--- src/rtl/riscv_soft_fetch.sv ---
// Instruction-fetch stage: owns the fetch PC, issues in-order icache reads under a credit
// limit and queues returned words for EX. Redirects flush the queue and squash in-flight reads.
module riscv_soft_fetch #(
    parameter int unsigned        XPR_LEN   = 32,
    parameter logic [XPR_LEN-1:0] RESET_PC  = 32'h0000_0200,
    parameter int unsigned        BUF_DEPTH = 2
) (
    input  logic               clk,
    input  logic               reset,
    input  logic               redirect_valid,
    input  logic [XPR_LEN-1:0] redirect_target,
    input  logic               stall_IF,
    input  logic               icache_req_ready,
    output logic               icache_req_valid,
    output logic [XPR_LEN-1:0] icache_req_addr,
    input  logic               icache_resp_valid,
    input  logic [31:0]        icache_resp_data,
    output logic               inst_valid_IF,
    output logic [31:0]        instruction_IF,
    output logic [XPR_LEN-1:0] pc_IF,
    output logic               kill_IF
);

    localparam int unsigned PW = $clog2(BUF_DEPTH);
    localparam int unsigned CW = $clog2(BUF_DEPTH + 1);
    localparam logic [CW:0] DEPTH_C = (CW + 1)'(BUF_DEPTH);
    localparam logic [31:0] NOP = 32'h0000_0013;

    logic [XPR_LEN-1:0] pc_pif;
    logic [CW-1:0]      outstanding;
    logic [CW-1:0]      drop;
    logic [CW-1:0]      q_cnt;
    logic [PW-1:0]      q_rd, q_wr;
    logic [PW-1:0]      pf_rd, pf_wr;
    logic [XPR_LEN-1:0] q_pc  [BUF_DEPTH];
    logic [31:0]        q_inst[BUF_DEPTH];
    logic [XPR_LEN-1:0] pf_pc [BUF_DEPTH];

    logic [CW:0] credit_used;
    logic        fire, resp_ok, resp_keep, resp_drop, pop;

    // Responses already marked for dropping do not hold a queue credit.
    assign credit_used = {1'b0, outstanding} + {1'b0, q_cnt} - {1'b0, drop};

    assign icache_req_valid = !reset && !redirect_valid && (credit_used < DEPTH_C);
    assign icache_req_addr  = pc_pif;
    assign fire             = icache_req_valid && icache_req_ready;

    assign resp_ok   = icache_resp_valid && (outstanding != '0);
    assign resp_drop = resp_ok && (drop != '0);
    assign resp_keep = resp_ok && (drop == '0);

    assign inst_valid_IF  = !reset && (q_cnt != '0);
    assign kill_IF        = !inst_valid_IF;
    assign instruction_IF = inst_valid_IF ? q_inst[q_rd] : NOP;
    assign pc_IF          = inst_valid_IF ? q_pc[q_rd] : '0;
    assign pop            = inst_valid_IF && !stall_IF;

    always_ff @(posedge clk) begin
        if (reset) begin
            pc_pif      <= RESET_PC;
            outstanding <= '0;
            drop        <= '0;
            q_cnt       <= '0;
            q_rd        <= '0;
            q_wr        <= '0;
            pf_rd       <= '0;
            pf_wr       <= '0;
        end else if (redirect_valid) begin
            // Everything still in flight after this edge belongs to the squashed path.
            pc_pif      <= {redirect_target[XPR_LEN-1:2], 2'b00};
            outstanding <= outstanding - CW'(resp_ok);
            drop        <= outstanding - CW'(resp_ok);
            q_cnt       <= '0;
            q_rd        <= '0;
            q_wr        <= '0;
            pf_rd       <= '0;
            pf_wr       <= '0;
        end else begin
            if (fire) begin
                pc_pif <= pc_pif + XPR_LEN'(4);
                pf_wr  <= pf_wr + 1'b1;
            end
            outstanding <= outstanding + CW'(fire) - CW'(resp_ok);
            if (resp_drop) begin
                drop <= drop - 1'b1;
            end
            if (resp_keep) begin
                q_wr  <= q_wr + 1'b1;
                pf_rd <= pf_rd + 1'b1;
            end
            if (pop) begin
                q_rd <= q_rd + 1'b1;
            end
            q_cnt <= q_cnt + CW'(resp_keep) - CW'(pop);
        end
    end

    always_ff @(posedge clk) begin
        if (!reset && !redirect_valid) begin
            if (fire) begin
                pf_pc[pf_wr] <= pc_pif;
            end
            if (resp_keep) begin
                q_pc[q_wr]   <= pf_pc[pf_rd];
                q_inst[q_wr] <= icache_resp_data;
            end
        end
    end

endmodule

--- config.mk ---
export PLATFORM = sky130hd
export DESIGN_NAME = riscv_soft_fetch
export DESIGN_NICKNAME = d
export VERILOG_FILES = /design/src/rtl/riscv_soft_fetch.sv
export SDC_FILE = /design/constraint.sdc
export NUM_CORES = 1
export LEC_CHECK = 0
export ABC_AREA = 1
export BUFFER_PORTS_ARGS = -buffer_cell sky130_fd_sc_hd__buf_2
export CORE_MARGIN = 2
export CORE_UTILIZATION = 35
export CTS_CLUSTER_SIZE = 28
export DETAILED_ROUTE_END_ITERATION = 10
export SETUP_SLACK_MARGIN = 0.15
export SYNTH_ARGS = -nofsm -noshare
export SYNTH_HDL_FRONTEND = slang
export SYNTH_SLANG_ARGS = --single-unit
--- constraint.sdc ---
create_clock -name clk -period 7.1 [get_ports clk]
set_input_delay 0.71 -clock clk [delete_from_list [all_inputs] [get_ports clk]]
set_output_delay 0.71 -clock clk [all_outputs]
set_load 0.05 [all_outputs]
==> metrics.yaml <==
floorplanning:
  die-area_um2: 30200
  core_um2: 28500
  fp.dieW_um: 174
  die-height_um: 174
  io_pins: 169
  num_rows: 62
  start_util_pct: 35.4
critical_path:
  reg2reg_to: "outstanding[1]"
  slowest_stage: "buf_4"
  r2r_slack_ns: 3.75
  arrival_ns: 2.75
  crit_family: "buffers and inverters"
  slowest_delay_ns: 0.53
  critPathBufInv: 6
  critPathRequiredTime_ns: 6.39
  startpoint_type: "primary input"
  endpoint_kind: "output pin"
  critPathKind: "in2out"
  crit_chain: "buf_2 -> inv_2 -> o21ai_0 -> inv_2 -> buf_4 -> nand2_1 -> inv_1 -> buf_2"
  ff2ff_path_depth: 14
  r2r-start: "drop[1]"
  crit_path_max_fanout: 63
cells_and_area:
  nNetsFinal: 1140
  antenna_cells: 0
  final_core_util_pct: 42.3
  layout-drive-gt1-share_pct: 30.8
  areaGrowthSynthToFinish_pct: 19.5
  fin_area_um2: 12100
drt:
  via_per_inst: 4.50
  wl_per_cell_um: 15.4
  drtPass1Iterations: 5
  vias: 6583
  remaining_drc_errors: 0
  dr.first_iter.drc_count: 396
  postRouteAntennaNets: 0
  wl_mm: 22.4
global_routing:
  grt_first_pass_wirelength_mm: 34.9
  antenna_found_initial: 0
  first_global_vias: 6425
  grt_max_degree: 66
  grt_usage_pct: 14.7
  grt_overflow: 0
power:
  power_frac_clock_pct: 38.1
  p_leak_nw: 5.09
  power.internal_mw: 2.39
  combPwrFrac_pct: 13.6
  pwr-share-seq_pct: 48.3
  totalPowerFinal_mw: 3.24
  p_sw_uw: 848
  power_density_nw_per_um2: 269
  swShare_pct: 26.2
  ir_drop_uv: 143
worst_hold_path:
  hp-class: "in2reg"
  min_from: "icache_resp_data[27]"
  min_path_cells: 1
  hold_end: "q_inst[0][27]"
timing:
  rsz0062_at_grt: "false"
  whs_ns: 0.392
  slew-limit-headroom_pct: 34.9
  max_freq_mhz: 289
  fin_worst_skew_ns: 0.0120
  worstMarginPinSlew_ns: 0.977
  setup_tns_ns: 0
  hold_viol_final: 0
  setup_viol: 0
  min_period_ns: 3.46
  fin_crit_sh_pct: 48.8
  maxSlewViolCount: 0
clocking:
  htreeDepth: 1
  clk_latency_ns: 0.51
  postCtsSetupBuffers: 0
  clkTransAtPathRegs_ns: 0.06
  cts_buffer_depth: 3
  hold_buffers: 0
  root_buffer: "clkbuf_16"
  cts_tree: "done"
  cts_buffers: 25
  ctsResizeCount: 0
  cts.sinks: 226
synth:
  ys_async_sr_fraction_pct: 0
  synth_warnings: 0
  ys_seq_elements: 226
  yosysSeqAreaShare_pct: 63.1
  ys_types: 35
  synth_edf_count: 184
  synth_cells: 896
  synth_ff_type: "edfxtp_1"
  syn_avg_cell_area_um2: 11.3
  netlist_area_um2: 10100
placed_design:
  dpl.hpwl_mm: 14.3
  place_area_um2: 11300
  gp_congestion: 0.848
  port_buffers: 162
run_status:
  outcome: "complete, no violations"
job:
  max-cap-violations: 0
-- through the flow --
| stage | worst slack (ns) | instances |
|---|---|---|
| after CTS | 3.55 | 1462 |
| final | 3.64 | 1462 |
| after detailed placement | 3.40 | 1417 |
| after floorplan | 1.10 | 899 |
| after global routing | 3.46 | 1462 |
| after global placement | 3.45 | 1417 |
-- kinds of logic after synthesis --
kind of cell | count (synthesis) | synth area share, %
simple gates | 336 | 14.9
compound gates | 61 | 3.28
xor+xnor | 7 | 0.607
buf+inv | 166 | 6.83
flops | 226 | 63.1
fa+ha+maj | 10 | 1.39
other cells | 1 | 0.0371
mux | 89 | 9.93
-- flip-flops by register name (all words and copies together), names as in the netlist, named ones only --
register / cells
q_inst: 64
pf_pc: 60
q_pc: 60
icache_req_addr: 30
drop: 2
outstanding: 2
q_cnt: 2
pf_rd: 1
pf_wr: 1
q_rd: 1
q_wr: 1
-- layout make-up --
class	instances	area, um^2
Clock buffer	33	676
Clock inverter	12	111
Fill cell	2792	16500
Inverter	132	500
Multi-Input combinational cell	507	3070
Sequential cell	226	6370
Tap cell	384	480
Timing Repair Buffer	168	856
-- worst reg2reg max path: stages, from the launching register on --
cell and delay [ns]:
dfxtp_1 0.34, inv_1 0.07, fa_1 0.50, inv_1 0.05, fa_1 0.53, inv_1 0.06
nor2_4 0.14, nand3_4 0.31, ha_1 0.43, inv_1 0.04, ha_1 0.17, xor2_1 0.15
or2_2 0.27, nand3_1 0.07, a21oi_1 0.07
-- synthesized netlist by cell type, types with 5 or more instances --
master | count | area share, %
nor2_4 | 10 | 1.1
dfxtp_1 | 42 | 8.3
nand2_1 | 205 | 7.6
nand3_1 | 57 | 2.8
buf_2 | 13 | 0.64
a21oi_1 | 31 | 1.5
o21ai_0 | 17 | 0.84
edfxtp_1 | 184 | 55
inv_2 | 5 | 0.19
or2_2 | 5 | 0.31
ha_1 | 8 | 0.99
inv_1 | 126 | 4.7
buf_4 | 6 | 0.45
nor2_1 | 39 | 1.4
nand2_2 | 6 | 0.37
clkbuf_1 | 8 | 0.30
mux2_2 | 89 | 9.9
a31oi_1 | 5 | 0.31
-- how the worst max path moves through the flow --
| stage | startpoint | to | slack [ns] | cells after the start |
|---|---|---|---|---|
| floorplan | reset | q_inst[1][0] | 1.10 | 5 |
| global placement | redirect_valid | outstanding[1] | 3.45 | 12 |
| detailed placement | redirect_valid | outstanding[1] | 3.40 | 12 |
| CTS | reset | pc_IF[19] | 3.55 | 8 |
| global route | reset | pc_IF[19] | 3.46 | 8 |
| finish | reset | pc_IF[19] | 3.64 | 8 |
-- layer usage --
layer / global-route usage [%] / wire, um / vias to the layer above
met5: 0 / 0 / -
met4: 4.20 / 465 / 0
met3: 2.87 / 1150 / 29
met2: 25.6 / 10900 / 155
met1: 18.6 / 9940 / 3092
li1: - / - / 3307
-- power groups by stage --
stage	Sequential, mW	Combinational, mW	Clock (mW)
after global routing	1.57	0.495	1.32
after detailed placement	1.59	0.448	0
after floorplan	1.62	0.301	0
after CTS	1.57	0.450	1.27
final	1.57	0.441	1.23
after global placement	1.59	0.440	0
-- layout by cell type, fill, tap and decap left out, drive strengths merged --
cell type,Yosys,routed
o21bai,3,3
buf,26,168
dfxtp,42,42
bufinv,0,2
and2,2,2
nor3,1,1
fa,2,2
mux2,89,89
a31oi,5,5
clkbuf,8,33
o211ai,4,4
nor3b,1,1
nand3,58,58
a21oi,31,31
conb,1,4
xor2,3,3
nand4,1,1
o21ai,17,17
or2,5,5
nor2,53,53
clkinv,1,11
nand2,215,215
edfxtp,184,184
ha,8,8
a22oi,1,1
xnor2,4,4
inv,131,131
No activity file was read; power rests on OpenSTA's default activity.
